<file path="config.mk">
export PLATFORM = sky130hd
export DESIGN_NAME = button_conditioner
export DESIGN_NICKNAME = d
export VERILOG_FILES = /design/src/rtl/button_conditioner.sv
export SDC_FILE = /design/constraint.sdc
export NUM_CORES = 1
export LEC_CHECK = 0
export CAP_MARGIN = 10
export CORE_UTILIZATION = 46
export CTS_CLUSTER_DIAMETER = 150
export DETAILED_ROUTE_END_ITERATION = 10
export PLACE_DENSITY = 0.72
export SYNTH_ARGS = -nofsm -noshare
export SYNTH_HDL_FRONTEND = slang
export SYNTH_SLANG_ARGS = --single-unit
</file>
<file path="constraint.sdc">
create_clock -name clk -period 2.9 [get_ports clk]
set_input_delay 0.435 -clock clk [delete_from_list [all_inputs] [get_ports clk]]
set_output_delay 0.435 -clock clk [all_outputs]
set_load 0.01 [all_outputs]
</file>
<file path="src/rtl/button_conditioner.sv">
// button_conditioner: per-button synchroniser, debouncer and press/release/long/auto-repeat event generator.
module button_conditioner #(
  parameter int                 N_BTN           = 5,
  parameter int                 DEBOUNCE_CYCLES = 1_000_000,
  parameter int                 HOLD_CYCLES     = 100_000_000,
  parameter int                 REPEAT_CYCLES   = 20_000_000,
  parameter logic [N_BTN-1:0]   REPEAT_MASK     = 5'b01000
) (
  input  logic             clk,
  input  logic             reset,
  input  logic [N_BTN-1:0] btn_raw,
  output logic [N_BTN-1:0] btn_level,
  output logic [N_BTN-1:0] btn_press,
  output logic [N_BTN-1:0] btn_release,
  output logic [N_BTN-1:0] btn_long,
  output logic [N_BTN-1:0] btn_repeat,
  output logic             any_press
);
  localparam int DW = DEBOUNCE_CYCLES > 1 ? $clog2(DEBOUNCE_CYCLES) : 1;
  localparam int HW = $clog2(HOLD_CYCLES + 1);
  localparam int RW = REPEAT_CYCLES > 1 ? $clog2(REPEAT_CYCLES) : 1;
  localparam logic [DW-1:0] D_LAST = DW'(DEBOUNCE_CYCLES - 1);
  localparam logic [HW-1:0] H_LAST = HW'(HOLD_CYCLES - 1);
  localparam logic [RW-1:0] R_LAST = RW'(REPEAT_CYCLES - 1);

  typedef enum logic [1:0] {IDLE, PRESSED, HELD} state_e;

  for (genvar i = 0; i < N_BTN; i++) begin : g_ch
    logic          s1_q, s2_q, deb_q, lvl_q, prs_q, rel_q, lng_q, rpt_q;
    logic          rise_d, fall_d;
    logic [DW-1:0] dcnt_q;
    logic [HW-1:0] hcnt_q;
    logic [RW-1:0] rcnt_q;
    state_e        st_q;
    // deb_q is the debounced value; lvl_q is its registered copy, so edges are seen as deb_q vs lvl_q
    assign rise_d = deb_q & ~lvl_q;
    assign fall_d = ~deb_q & lvl_q;
    always_ff @(posedge clk or negedge reset) begin
      if (!reset) begin
        s1_q   <= 1'b0;
        s2_q   <= 1'b0;
        deb_q  <= 1'b0;
        dcnt_q <= '0;
        lvl_q  <= 1'b0;
        prs_q  <= 1'b0;
        rel_q  <= 1'b0;
      end else begin
        s1_q  <= btn_raw[i];
        s2_q  <= s1_q;
        if (s2_q == deb_q) dcnt_q <= '0;
        else if (dcnt_q == D_LAST) begin
          dcnt_q <= '0;
          deb_q  <= ~deb_q;
        end else dcnt_q <= dcnt_q + 1'b1;
        lvl_q <= deb_q;
        prs_q <= rise_d;
        rel_q <= fall_d;
      end
    end
    always_ff @(posedge clk or negedge reset) begin
      if (!reset) begin
        st_q   <= IDLE;
        hcnt_q <= '0;
        rcnt_q <= '0;
        lng_q  <= 1'b0;
        rpt_q  <= 1'b0;
      end else begin
        lng_q <= 1'b0;
        rpt_q <= 1'b0;
        case (st_q)
          IDLE: if (rise_d) begin
            st_q   <= PRESSED;
            hcnt_q <= '0;
          end
          PRESSED: if (fall_d) st_q <= IDLE;
          else if (hcnt_q == H_LAST) begin
            st_q   <= HELD;
            hcnt_q <= hcnt_q + 1'b1;
            rcnt_q <= '0;
            lng_q  <= 1'b1;
            rpt_q  <= REPEAT_MASK[i];
          end else hcnt_q <= hcnt_q + 1'b1;
          HELD: if (fall_d) st_q <= IDLE;
          else if (rcnt_q == R_LAST) begin
            rcnt_q <= '0;
            rpt_q  <= REPEAT_MASK[i];
          end else rcnt_q <= rcnt_q + 1'b1;
          default: st_q <= IDLE;
        endcase
      end
    end
    assign btn_level[i]   = lvl_q;
    assign btn_press[i]   = prs_q;
    assign btn_release[i] = rel_q;
    assign btn_long[i]    = lng_q;
    assign btn_repeat[i]  = rpt_q;
  end

  assign any_press = |btn_press;
endmodule
</file>
Word level (Yosys, flattened, before mapping)

Index checks and enable logic that the tools add are counted.

Register bits after elaboration: 306
Bits in latches: 0
Bits in writable memories: 0
Memory bits (read-only): 0
Input port bits: 7
Output and inout bits: 26
Memories: 0

$add $sub $neg: 11
Multiply operators: 0
Divide/modulo/power cells: 0
Magnitude comparators: 0
Eq/ne operators: 48
Shift operators: 0
Muxes and demuxes: 73
Bitwise gates (word level): 25
Reduce and logical (&&, ||, !) cells: 28

Operator list:

| kind                                                | number |
|---|---|
| 2-to-1 mux 27 bit                                   | 10 |
| one-hot mux 27 bit (2 select lines)                 | 5 |
| 2-to-1 mux 20 bit                                   | 10 |
| adder 27 x 1 -> 27 bit, second input constant       | 5 |
| equality test 27 bit, second input constant         | 5 |
| adder 20 x 1 -> 20 bit, second input constant       | 5 |
| equality test 20 bit, second input constant         | 5 |
| 2-to-1 mux 25 bit                                   | 4 |
| one-hot mux 25 bit (2 select lines)                 | 1 |
| 2-to-1 mux 2 bit                                    | 20 |
| != test 2 bit, second input constant                | 17 |
| one-hot mux 2 bit (3 select lines)                  | 5 |
| AND reduction 3 bit                                 | 10 |
| adder 25 x 1 -> 25 bit, second input constant       | 1 |
| equality test 25 bit, second input constant         | 1 |
| 2-to-1 mux 1 bit                                    | 17 |
| != test 3 bit, second input constant                | 5 |
| NOT 1 bit                                           | 15 |
| nonzero test 2 bit                                  | 6 |
| bitwise AND 1 bit                                   | 10 |
| equality test 2 x 1 -> 1 bit, second input constant | 5 |
| equality test 2 bit, second input constant          | 5 |
| zero test 2 bit                                     | 5 |
| AND reduction 2 bit                                 | 5 |
| 4 further kinds                                     | 8 |

Longest topological paths before layout

Gate-level depths: netlist of run 1.

Depth in word-level cells: 4
Gate-level depth with buffers: 9

Worst setup path after synthesis of run 1

OpenSTA, ideal clock, no wires.

Kind: flip-flop to flip-flop
Start: register g_ch[3].st_q[0]
End: register g_ch[3].hcnt_q[26]
Setup time: 78 ps
Arrival: 2170 ps
Data required time: 2822 ps
Setup slack: 652 ps
Stages on the path, launching flop included: 9
Buffers on the path: 1
Clock period less this slack: 2248 ps
Cells stage by stage: dfrtp_1 > inv_1 > ha_1 > clkbuf_1 > and2_1 > nor4_4 > nand3_2 > or4_1 > a21oi_1

Cells in the longest elaborated chain, start to end: 3
Elaborated cells between the ends (all ways): 7
Classes of those cells: eq/ne (3); mux (1); reduce/logical (3)

RTL lines:

| item                                                                        | RTL line | source |
|---|---|---|
| from (decl)                                                                 | 34       | `state_e st_q;` |
| from (signal assigned)                                                      | 62       | `st_q <= IDLE;` |
| from (signal assigned)                                                      | 72       | `st_q <= PRESSED;` |
| from (signal assigned)                                                      | 75       | `PRESSED: if (fall_d) st_q <= IDLE;` |
| equality test 2 x 1 -> 1 bit / zero test 2 bit (equally long branches)      | 70       | `case (st_q)` |
| != test 2 bit (no source line) / nonzero test 2 bit (equally long branches) | --       |  |
| AND reduction 3 bit (no source line)                                        | --       |  |
| to (signal assigned)                                                        | 78       | `hcnt_q <= hcnt_q + 1'b1;` |
| to (signal assigned)                                                        | 82       | `end else hcnt_q <= hcnt_q + 1'b1;` |
| to (decl)                                                                   | 32       | `logic [HW-1:0] hcnt_q;` |

Several ways; a longest one is shown, not always the timed one.
A chain may end at the register's enable or synchronous reset.

Worst setup path after layout of run 1

Start: register g_ch[3].rcnt_q[0]
End: register g_ch[3].rcnt_q[12]

Cells in the longest elaborated chain, start to end: 4
Elaborated cells between the ends (all ways): 5
Classes of those cells: add/sub (1); eq/ne (1); mux (3)

RTL lines:

| item                                                                  | RTL line | source |
|---|---|---|
| from (decl)                                                           | 33       | `logic [RW-1:0] rcnt_q;` |
| from (signal assigned)                                                | 87       | `end else rcnt_q <= rcnt_q + 1'b1;` |
| adder 25 x 1 -> 25 bit / equality test 25 bit (equally long branches) | 87, 84   |  |
| 2-to-1 mux 25 bit *                                                   | 84       | `else if (rcnt_q == R_LAST) begin` |
| 2-to-1 mux 25 bit *                                                   | 83       | `HELD: if (fall_d) st_q <= IDLE;` |
| one-hot mux 25 bit (2 select lines) *                                 | 70       |  |

Every way passes the cells marked *; elsewhere a longest branch is shown, timed or not. The select of a mux whose other input is x is not followed.

==> summary by stage, run 1 <==
Timing
The setup clock skew after layout is 0.0269 ns. The final count of pins violating max slew is 0. The relative slew slack is 43.5%. The setup-violating endpoint count in the final report is 0. After layout, the minimum clock period comes to 2.60 ns. The fraction of the cycle the final worst path needs is 89.8%. The highest achievable clock rate is 0.384 GHz. Setup repair after global routing left no endpoint under its margin. Setup total negative slack on the finished layout was measured at 0 ns. At the pin with the least slew margin, the transition time is 0.839 ns. The total count of hold-check failures in the final report came to 0.

Logic synthesis
Summing the areas of all compound-gate instances in the mapped netlist gives 7.51% of the synthesized area. The library cell occupying the most area in the post-synthesis netlist is sky130_fd_sc_hd__dfrtp_1. The cell count after synthesis came out at 1634. Summed over its instances, the top area cell type makes up 49.2% of the synthesized netlist area.

The count of flip-flops with a built-in enable after synthesis is 0. Counting distinct cell types in the post-synthesis netlist gives 70. After Yosys synthesis, and, or, nand and nor cells account for 27.7% of the synthesized area.

After synthesis the netlist holds a flip-flop and latch count of 306. The area share of fa/ha/maj cells after synthesis is 1.26%. The yosys synthesis warning count is 0. By count the netlist is led by sky130_fd_sc_hd__dfrtp_1 (306), sky130_fd_sc_hd__nor2_1 (241), sky130_fd_sc_hd__nand2_1 (122), sky130_fd_sc_hd__nand3_1 (96), sky130_fd_sc_hd__xor2_1 (85). Of the post-synthesis cell area, the part taken by muxes is 1.07%. A synthesized cell averages 9.53 µm². Sorting the synthesized cells by area gives the leading types as sky130_fd_sc_hd__dfrtp_1 (49%), sky130_fd_sc_hd__nor2_1 (5.8%), sky130_fd_sc_hd__xor2_1 (4.8%). For this run, the leading register cell type out of synthesis is sky130_fd_sc_hd__dfrtp_1. The fraction of synthesis flops using an asynchronous set or reset pin is 100%.

By area, the combinational part of the netlist is dominated by simple AND/OR/NAND/NOR gates. The share of synthesized area occupied by flip-flops and latches is 49.2%. The cell area that synthesis handed to floorplanning was 15600 µm². Of the total synthesized cell area, the portion taken by XOR and XNOR cells is 9.39%. In the post-synthesis netlist, the cell with the most instances is sky130_fd_sc_hd__dfrtp_1.

Clock tree
The number of buffers added for setup after CTS is 0. The tree built by TritonCTS fans out to 306 sinks. The H-tree generated during clock tree synthesis spans 2 levels. TritonCTS built the clock tree.

The clock passes through at most 3 buffers. In this run, CTS created clock tree buffers numbering 35. Clock latency on the worst-skew pair, taken at its later pin, is 0.52 ns.

The clock root buffer is sky130_fd_sc_hd__clkbuf_16. Clock-pin slew was measured on the worst setup and hold paths at 0.06 ns.

Layout
The final layout contains 1675 nets. Cells with a size suffix above 1 make up 7.62% of the layout. Measured on the finished design, the core utilization comes to 52.6%. The number of antenna diodes in the final layout is 0. The synthesis-to-layout area growth is 12.9%.

Critical path
The worst setup path is launched from a register. STA puts the critical path data required time at 3.30 ns. In this run the worst path has a maximum fanout of 17. The cell repeated most along the worst path is sky130_fd_sc_hd__nand3_1. For this run, the slowest stage of the critical path takes 0.60 ns. The cell family contributing the most delay on the critical path is compound AO/OA/AOI/OAI gates. The signal on the critical path passes through ha_1 > nand3_1 > nor3_1 > a21boi_2 > nand3_1 > o41ai_1. The worst-path cell with the longest stage delay is sky130_fd_sc_hd__a21boi_2.

The critical path is of the reg -> reg type. The endpoint class of the critical path is a register. At the worst endpoint, the arrival time is 3.00 ns. The critical path contains buffers and inverters numbering 0 combined.

Global route
The total overflow left after global routing is 0. The via count of the first global-routing pass was 11717. Across every metal layer, demand over resource in global routing totals 18.6%. The global-route wire length before repair is 54100 µm. The number of antenna violations at the first check in global routing is 0. The largest net degree at the start of global routing is 77.

Die
The die is 186 µm tall. 33 I/O pins were placed. The initial core utilization is 46.6%. The horizontal extent of the die is 186 µm. Row generation in the floorplan step produced 67 rows.

The core area is 33400 µm². The area enclosed by the die boundary is 34600 µm².

Route
The total via count after detailed routing is 11935. The initial detailed-routing violation count is 879. The detail route stage leaves a number of antenna-violating nets equal to 0.

The average wire per cell in the routed design is 14.5 µm. In the routed layout, each cell is associated on average with a via count of 5.61. The number of detailed-routing iterations run before antenna repair is 5. For this run, design rule violations remaining after detail routing come to 0.

The total wire length is 30800 µm.

Placement
At the end of routability-driven placement, the weighted congestion stood at 0.849. Detailed placement finished with a half-perimeter wire length of 20500 µm. The number of port buffers is 28.

Job
The count of max-cap constraint violations is 0.

Min path
The path class of the tightest hold or removal check is reg -> reg.

Status
The run finished with clean final reports.

Pwr
The peak supply drop is 0.000459 V. The power per standard cell area is 525 nW/µm². In this run the static leakage power is 7.45 nW.
cells in the final DEF (no fill, tap or decap), types with 13 or more instances in the layout:
| cell | n |
|---|---|
| sky130_fd_sc_hd__nand3_1 | 96 |
| sky130_fd_sc_hd__or3_1 | 26 |
| sky130_fd_sc_hd__and3_1 | 28 |
| sky130_fd_sc_hd__and4_1 | 26 |
| sky130_fd_sc_hd__dfrtp_1 | 306 |
| sky130_fd_sc_hd__clkdlybuf4s50_1 | 27 |
| sky130_fd_sc_hd__buf_4 | 28 |
| sky130_fd_sc_hd__a211o_1 | 13 |
| sky130_fd_sc_hd__inv_1 | 48 |
| sky130_fd_sc_hd__xor2_1 | 85 |
| sky130_fd_sc_hd__a211oi_1 | 13 |
| sky130_fd_sc_hd__clkbuf_16 | 37 |
| sky130_fd_sc_hd__nand2b_1 | 13 |
| sky130_fd_sc_hd__nor4_1 | 33 |
| sky130_fd_sc_hd__or4_1 | 30 |
| sky130_fd_sc_hd__nor2_1 | 241 |
| sky130_fd_sc_hd__o21ai_0 | 35 |
| sky130_fd_sc_hd__ha_1 | 14 |
| sky130_fd_sc_hd__a21oi_1 | 51 |
| sky130_fd_sc_hd__nor4b_1 | 14 |
| sky130_fd_sc_hd__nand4_1 | 79 |
| sky130_fd_sc_hd__nor3_1 | 33 |
| sky130_fd_sc_hd__o31ai_1 | 20 |
| sky130_fd_sc_hd__xnor2_1 | 82 |
| sky130_fd_sc_hd__nand2_1 | 122 |
| sky130_fd_sc_hd__and2_1 | 19 |
metal layers:
layer | share of wire (%) | routed length (µm) | global-route usage [%] | vias up
li1 | - | - | - | 5818
met1 | 47 | 14400 | 24.3 | 5858
met2 | 47 | 14600 | 31.5 | 202
met3 | 3.6 | 1110 | 2.74 | 57
met4 | 2.4 | 727 | 6.52 | 0
met5 | 0 | 0 | 0 | -
state kept, by name, summed over array words and instances, names as in the netlist:
name,count
g_ch.deb_q,5
g_ch.st_q,10
g_ch.rpt_q,1
g_ch.lvl_q,5
g_ch.dcnt_q,100
g_ch.rcnt_q,25
g_ch.s1_q,5
g_ch.rel_q,5
g_ch.prs_q,5
g_ch.hcnt_q,135
g_ch.lng_q,5
g_ch.s2_q,5
metrics by stage:
step	area (µm²)	std cells	hold slack, ns	total power (W)	setup WS [ns]
2_1_floorplan	15600	1637	0.139	0.00445	0.652
3_3_place_gp	16300	2064	0.334	0.00456	0.445
3_5_place_dp	16300	2064	0.335	0.00457	0.295
4_1_cts	17600	2127	0.348	0.00936	0.303
5_1_grt	17600	2127	0.349	0.00958	0.0788
6_report	17600	2127	0.346	0.00923	0.297
report_power, final:
| part | switching, W | internal, W | total (W) | leakage (nW) |
|---|---|---|---|---|
| clock | 0.00174 | 0.00301 | 0.00475 | 0.625 |
| sequential | 0.0000199 | 0.00429 | 0.00431 | 4.24 |
| combinational | 0.000126 | 0.0000429 | 0.000169 | 2.58 |
layout make-up:
| class | count | area, µm² |
|---|---|---|
| Sequential cell | 306 | 7660 |
| Timing Repair Buffer | 60 | 566 |
| Clock buffer | 44 | 1010 |
| Multi-Input combinational cell | 1199 | 7350 |
| Inverter | 52 | 195 |
| Fill cell | 2930 | 15900 |
| Tap cell | 448 | 561 |
| Clock inverter | 18 | 253 |
cell families after synthesis:
logic type	Yosys count
AOI/OAI and AO/OA	179
DFF	306
muxes	16
other	1
adders and majority gates	16
buffers and inverters	132
xor gates and xnor gates	167
and+or+nand+nor	817
worst paths after layout:
path | start | end | slack (ns) | cells past startpoint
hold reg to reg | g_ch[3].s1_q | g_ch[3].s2_q | 0.35 | 0
setup / recovery | g_ch[3].rcnt_q[0] | g_ch[3].rcnt_q[12] | 0.30 | 6
hold / removal | g_ch[3].s1_q | g_ch[3].s2_q | 0.35 | 0
setup reg to reg | g_ch[3].rcnt_q[0] | g_ch[3].rcnt_q[12] | 0.30 | 6
max in group asynchronous | reset | g_ch[1].dcnt_q[12] | 1.59 | 3
min in group asynchronous | reset | g_ch[0].hcnt_q[17] | 0.49 | 2
repair_timing:
item | CTS | global route
hold endpoints to repair | 69 | 0
resized for setup | 0 | 0
hold buffers | 1 | 0
Power figures use the tool's default switching activity.
==> inputs of run 2 (changes only) <==
--- a/config.mk
+++ b/config.mk
@@ -7,7 +7,7 @@
 export LEC_CHECK = 0
 export CAP_MARGIN = 10
 export CORE_UTILIZATION = 46
-export CTS_CLUSTER_DIAMETER = 150
+export CTS_CLUSTER_DIAMETER = 200
 export DETAILED_ROUTE_END_ITERATION = 10
 export PLACE_DENSITY = 0.72
 export SYNTH_ARGS = -nofsm -noshare
==> results of run 2 <==
Final layout, timing and power as in run 1 (identical DEF).
==> inputs of run 3 (changes only) <==
--- a/config.mk
+++ b/config.mk
@@ -9,7 +9,7 @@
 export CORE_UTILIZATION = 46
 export CTS_CLUSTER_DIAMETER = 200
 export DETAILED_ROUTE_END_ITERATION = 10
-export PLACE_DENSITY = 0.72
+export PLACE_DENSITY = 0.61
 export SYNTH_ARGS = -nofsm -noshare
 export SYNTH_HDL_FRONTEND = slang
 export SYNTH_SLANG_ARGS = --single-unit
==> summary by stage, run 3 (same netlist as run 1, synthesis figures left out) <==
Status
Run status: complete, no violations (unchanged).

Layout
The count of fill cells added during filler insertion is 3011 (was 2930). The fraction of layout instances using a drive strength above 1 is 7.69% (was 7.62%). The synthesis-to-layout area growth was 12.7% (was 12.9%). The net count reported at finish came to 1686 (was 1675). Largest regs: g_ch.hcnt_q (135), g_ch.dcnt_q (100), g_ch.rcnt_q (25) (unchanged). The footprint of the multi-input gates is 7350 µm² (unchanged). The most frequent standard cell in the layout excluding fill and tap cells is sky130_fd_sc_hd__dfrtp_1 (unchanged). The number of flip-flops in the largest register is 135 (unchanged). The flip-flop and latch area is 7660 µm² (unchanged). The final cell area excluding filler cells was 17600 µm² (about the same). Most frequent cells in the layout: sky130_fd_sc_hd__dfrtp_1 (306), sky130_fd_sc_hd__nor2_1 (241), sky130_fd_sc_hd__nand2_1 (122) (unchanged).

The register with the highest flop count is g_ch.hcnt_q (unchanged). The number of diodes is 0 (unchanged).

Timing
The setup-violating endpoint count in the final report is 0 (unchanged). The smallest setup slack after layout is 0.617 ns (was 0.297 ns). The relative slew slack was 38.3% (was 43.5%).

The final count of pins violating max slew is 0 (unchanged). The shortest period the worst path allows is 2.28 ns (was 2.60 ns). The highest achievable clock rate is 0.438 GHz (was 0.384 GHz).

The fraction of the cycle the final worst path needs is 78.7% (was 89.8%). The worst hold slack after final layout is 0.352 ns (was 0.346 ns). The total count of hold-check failures in the final report came to 0 (unchanged). The slew at the pin closest to its max-slew limit is 0.917 ns (was 0.839 ns). The setup clock skew after layout came to 0.0187 ns (was 0.0269 ns). The total negative setup slack was 0 ns (unchanged). RSZ-0062 raised after global routing: false (unchanged).

Critical path
The endpoint class of the critical path is a register (unchanged). The minimum setup slack among reg-to-reg paths is 0.62 ns (was 0.30 ns). The maximum fanout along the worst path is 11 (was 17). The arrival time at the worst endpoint is 2.71 ns (was 3.00 ns). The startpoint-to-endpoint class of the critical path is reg -> reg (unchanged). The startpoint class of the critical path is a register (unchanged).

The worst-path cell with the longest stage delay is sky130_fd_sc_hd__dfrtp_1 (was sky130_fd_sc_hd__a21boi_2). Cell chain of the critical path: inv_1 > ha_1 > and2_1 > nor4_1 > buf_4 > nand3_1 > or3_1 > a21oi_1 (was ha_1 > nand3_1 > nor3_1 > a21boi_2 > nand3_1 > o41ai_1). The data required time at the worst endpoint is 3.33 ns (was 3.30 ns). The reg-to-reg critical path endpoint is g_ch[3].hcnt_q[23] (was g_ch[3].rcnt_q[12]). The cell count of the worst reg-to-reg path is 8 (was 6). The delay of the slowest critical-path stage is 0.37 ns (was 0.60 ns). The launch point of the worst reg-to-reg path is g_ch[3].st_q[0] (was g_ch[3].rcnt_q[0]).

Die
The number of top-level pins came to 33 (unchanged). The die height came to 186 µm (unchanged). The core area was 33400 µm² (unchanged). The initial core utilization came to 46.6% (unchanged).

The row count is 67 (unchanged). The area enclosed by the die boundary is 34600 µm² (unchanged). The horizontal extent of the die was 186 µm (unchanged).

Pwr
The overall power consumption came to 0.00887 W (was 0.00923 W). The part of the power in combinational logic came to 1.9% (was 1.8%). The peak supply drop is 0.000358 V (was 0.000459 V). The net switching component of the power was 0.00189 W (about the same). The clock network power share was 49.4% (was 51.4%).

The power per standard cell area came to 505 nW/µm² (was 525 nW/µm²). The total leakage power was 7.44 nW (was 7.45 nW). The power share of the sequential group is 48.6% (was 46.7%). The share of total power consumed by net switching is 21.3% (was 20.4%).

The internal power is 0.00698 W (was 0.00735 W).

Min path
The cell count of the worst hold path is 0 (unchanged). The class of the most critical hold timing path is reg -> reg (unchanged). The startpoint of the worst hold path is g_ch[3].s1_q (unchanged). The worst hold endpoint is g_ch[3].s2_q (unchanged).

Clock tree
The clock root buffer is sky130_fd_sc_hd__clkbuf_16 (unchanged). The CTS tree was done (unchanged). The number of sinks handled by clock tree synthesis is 306 (unchanged). The post-cts sizing count is 0 (unchanged). The number of CTS-inserted buffers is 36 (was 35). The total number of H-tree levels is 2 (unchanged). The clock latency reported for the late side of the worst-skew pair is 0.52 ns (about the same).

The number of buffers between clock root and the deepest sink is 3 (unchanged). The CTS clock-pin slew for the worst setup and hold paths is 0.06 ns (about the same).

Route
The met2 wire length is 14400 µm (was 14600 µm). The detailed-routed wire length on met3 came to 1030 µm (was 1110 µm). The DRC violations left is 0 (unchanged). The total via count after detailed routing is 11761 (was 11935). The post-route met1 wirelength is 15400 µm (was 14400 µm). The initial detailed-routing violation count is 708 (was 879). The highest metal layer with signal wires is met4 (unchanged). The number of routed nets with antenna violations is 0 (unchanged).

The average wire per cell in the routed design came to 14.6 µm (was 14.5 µm). The total wire length is 31300 µm (was 30800 µm). The via-per-instance ratio came to 5.50 (was 5.61). The number of detailed-routing iterations run before antenna repair came to 5 (unchanged).

Global route
The overall fraction of global-route tracks in use was 19.1% (was 18.6%). The via count of the first global-routing pass is 11535 (was 11717). The global-route wire length before repair came to 55100 µm (was 54100 µm). The sum of overflow across all layers after global routing is 0 (unchanged).

The largest net degree at the start of global routing is 84 (was 77). The number of antenna violations at the first check in global routing is 0 (unchanged).

Placement
The number of port buffers came to 28 (unchanged). The pre-CTS worst setup slack is 0.633 ns (was 0.295 ns). The final weighted congestion of routability-driven global placement is 0.836 (was 0.849).

The detailed-placement wirelength estimate is 20900 µm (was 20500 µm). The post-place instance area was 16400 µm² (was 16300 µm²).

Job
The count of max-cap constraint violations is 0 (unchanged).
==> run 3: area by class of cell <==
class / instances / share of cell area, %
flip-flops and latches: 306 / 43.6
multi-input cells: 1199 / 41.9
clock buffers: 52 / 5.82
repair buffers: 70 / 3.65
well taps: 448 / 3.19
inverters: 52 / 1.11
clock inverters: 12 / 0.713
==> run 3: routing by layer <==
| layer | up-vias | global-route usage, % |
|---|---|---|
| met5 | - | 0 |
| met4 | 0 | 5.61 |
| met3 | 38 | 2.97 |
| met2 | 149 | 30.9 |
| met1 | 5724 | 26.3 |
| li1 | 5850 | - |
==> run 3: worst max-delay path by stage <==
| stage | start | to | slack, ns |
|---|---|---|---|
| CTS | g_ch[3].st_q[0] | g_ch[3].hcnt_q[23] | 0.61 |
| floorplan | g_ch[3].st_q[0] | g_ch[3].hcnt_q[26] | 0.65 |
| detailed placement | g_ch[3].rcnt_q[15] | g_ch[3].rcnt_q[3] | 0.63 |
| global placement | g_ch[3].rcnt_q[15] | g_ch[3].rcnt_q[21] | 0.68 |
| global route | g_ch[3].st_q[0] | g_ch[3].hcnt_q[23] | 0.43 |
| finish | g_ch[3].st_q[0] | g_ch[3].hcnt_q[23] | 0.62 |
==> run 3: stage by stage <==
stage	util [%]	std cells
floorplan	-	1637
global placement	49.0	2074
detailed placement	49.0	2074
CTS	52.5	2139
global route	52.5	2139
finish	52.5	2139
==> run 3: critical path: cells and delay by family (launching register included) <==
family	cells	cell delay, ns
AO/OA/AOI/OAI	1	0.15
adder cells (fa/ha/maj)	1	0.29
buffers and inverters	2	0.34
flip-flops	1	0.37
AND/OR/NAND/NOR	4	1.06
==> run 3: timing repair <==
item                                   4_1_cts  5_1_grt
setup buffers                                0        0
hold buffers                                 1        0
endpoints found under the hold margin       73        0
==> run 3: power by group through the flow <==
stage	combinational [W]	sequential, W	clock [W]
floorplan	0.0000579	0.00439	0
global route	0.000204	0.00432	0.00470
finish	0.000173	0.00431	0.00438
global placement	0.000179	0.00439	0
detailed placement	0.000181	0.00439	0
CTS	0.000184	0.00431	0.00454
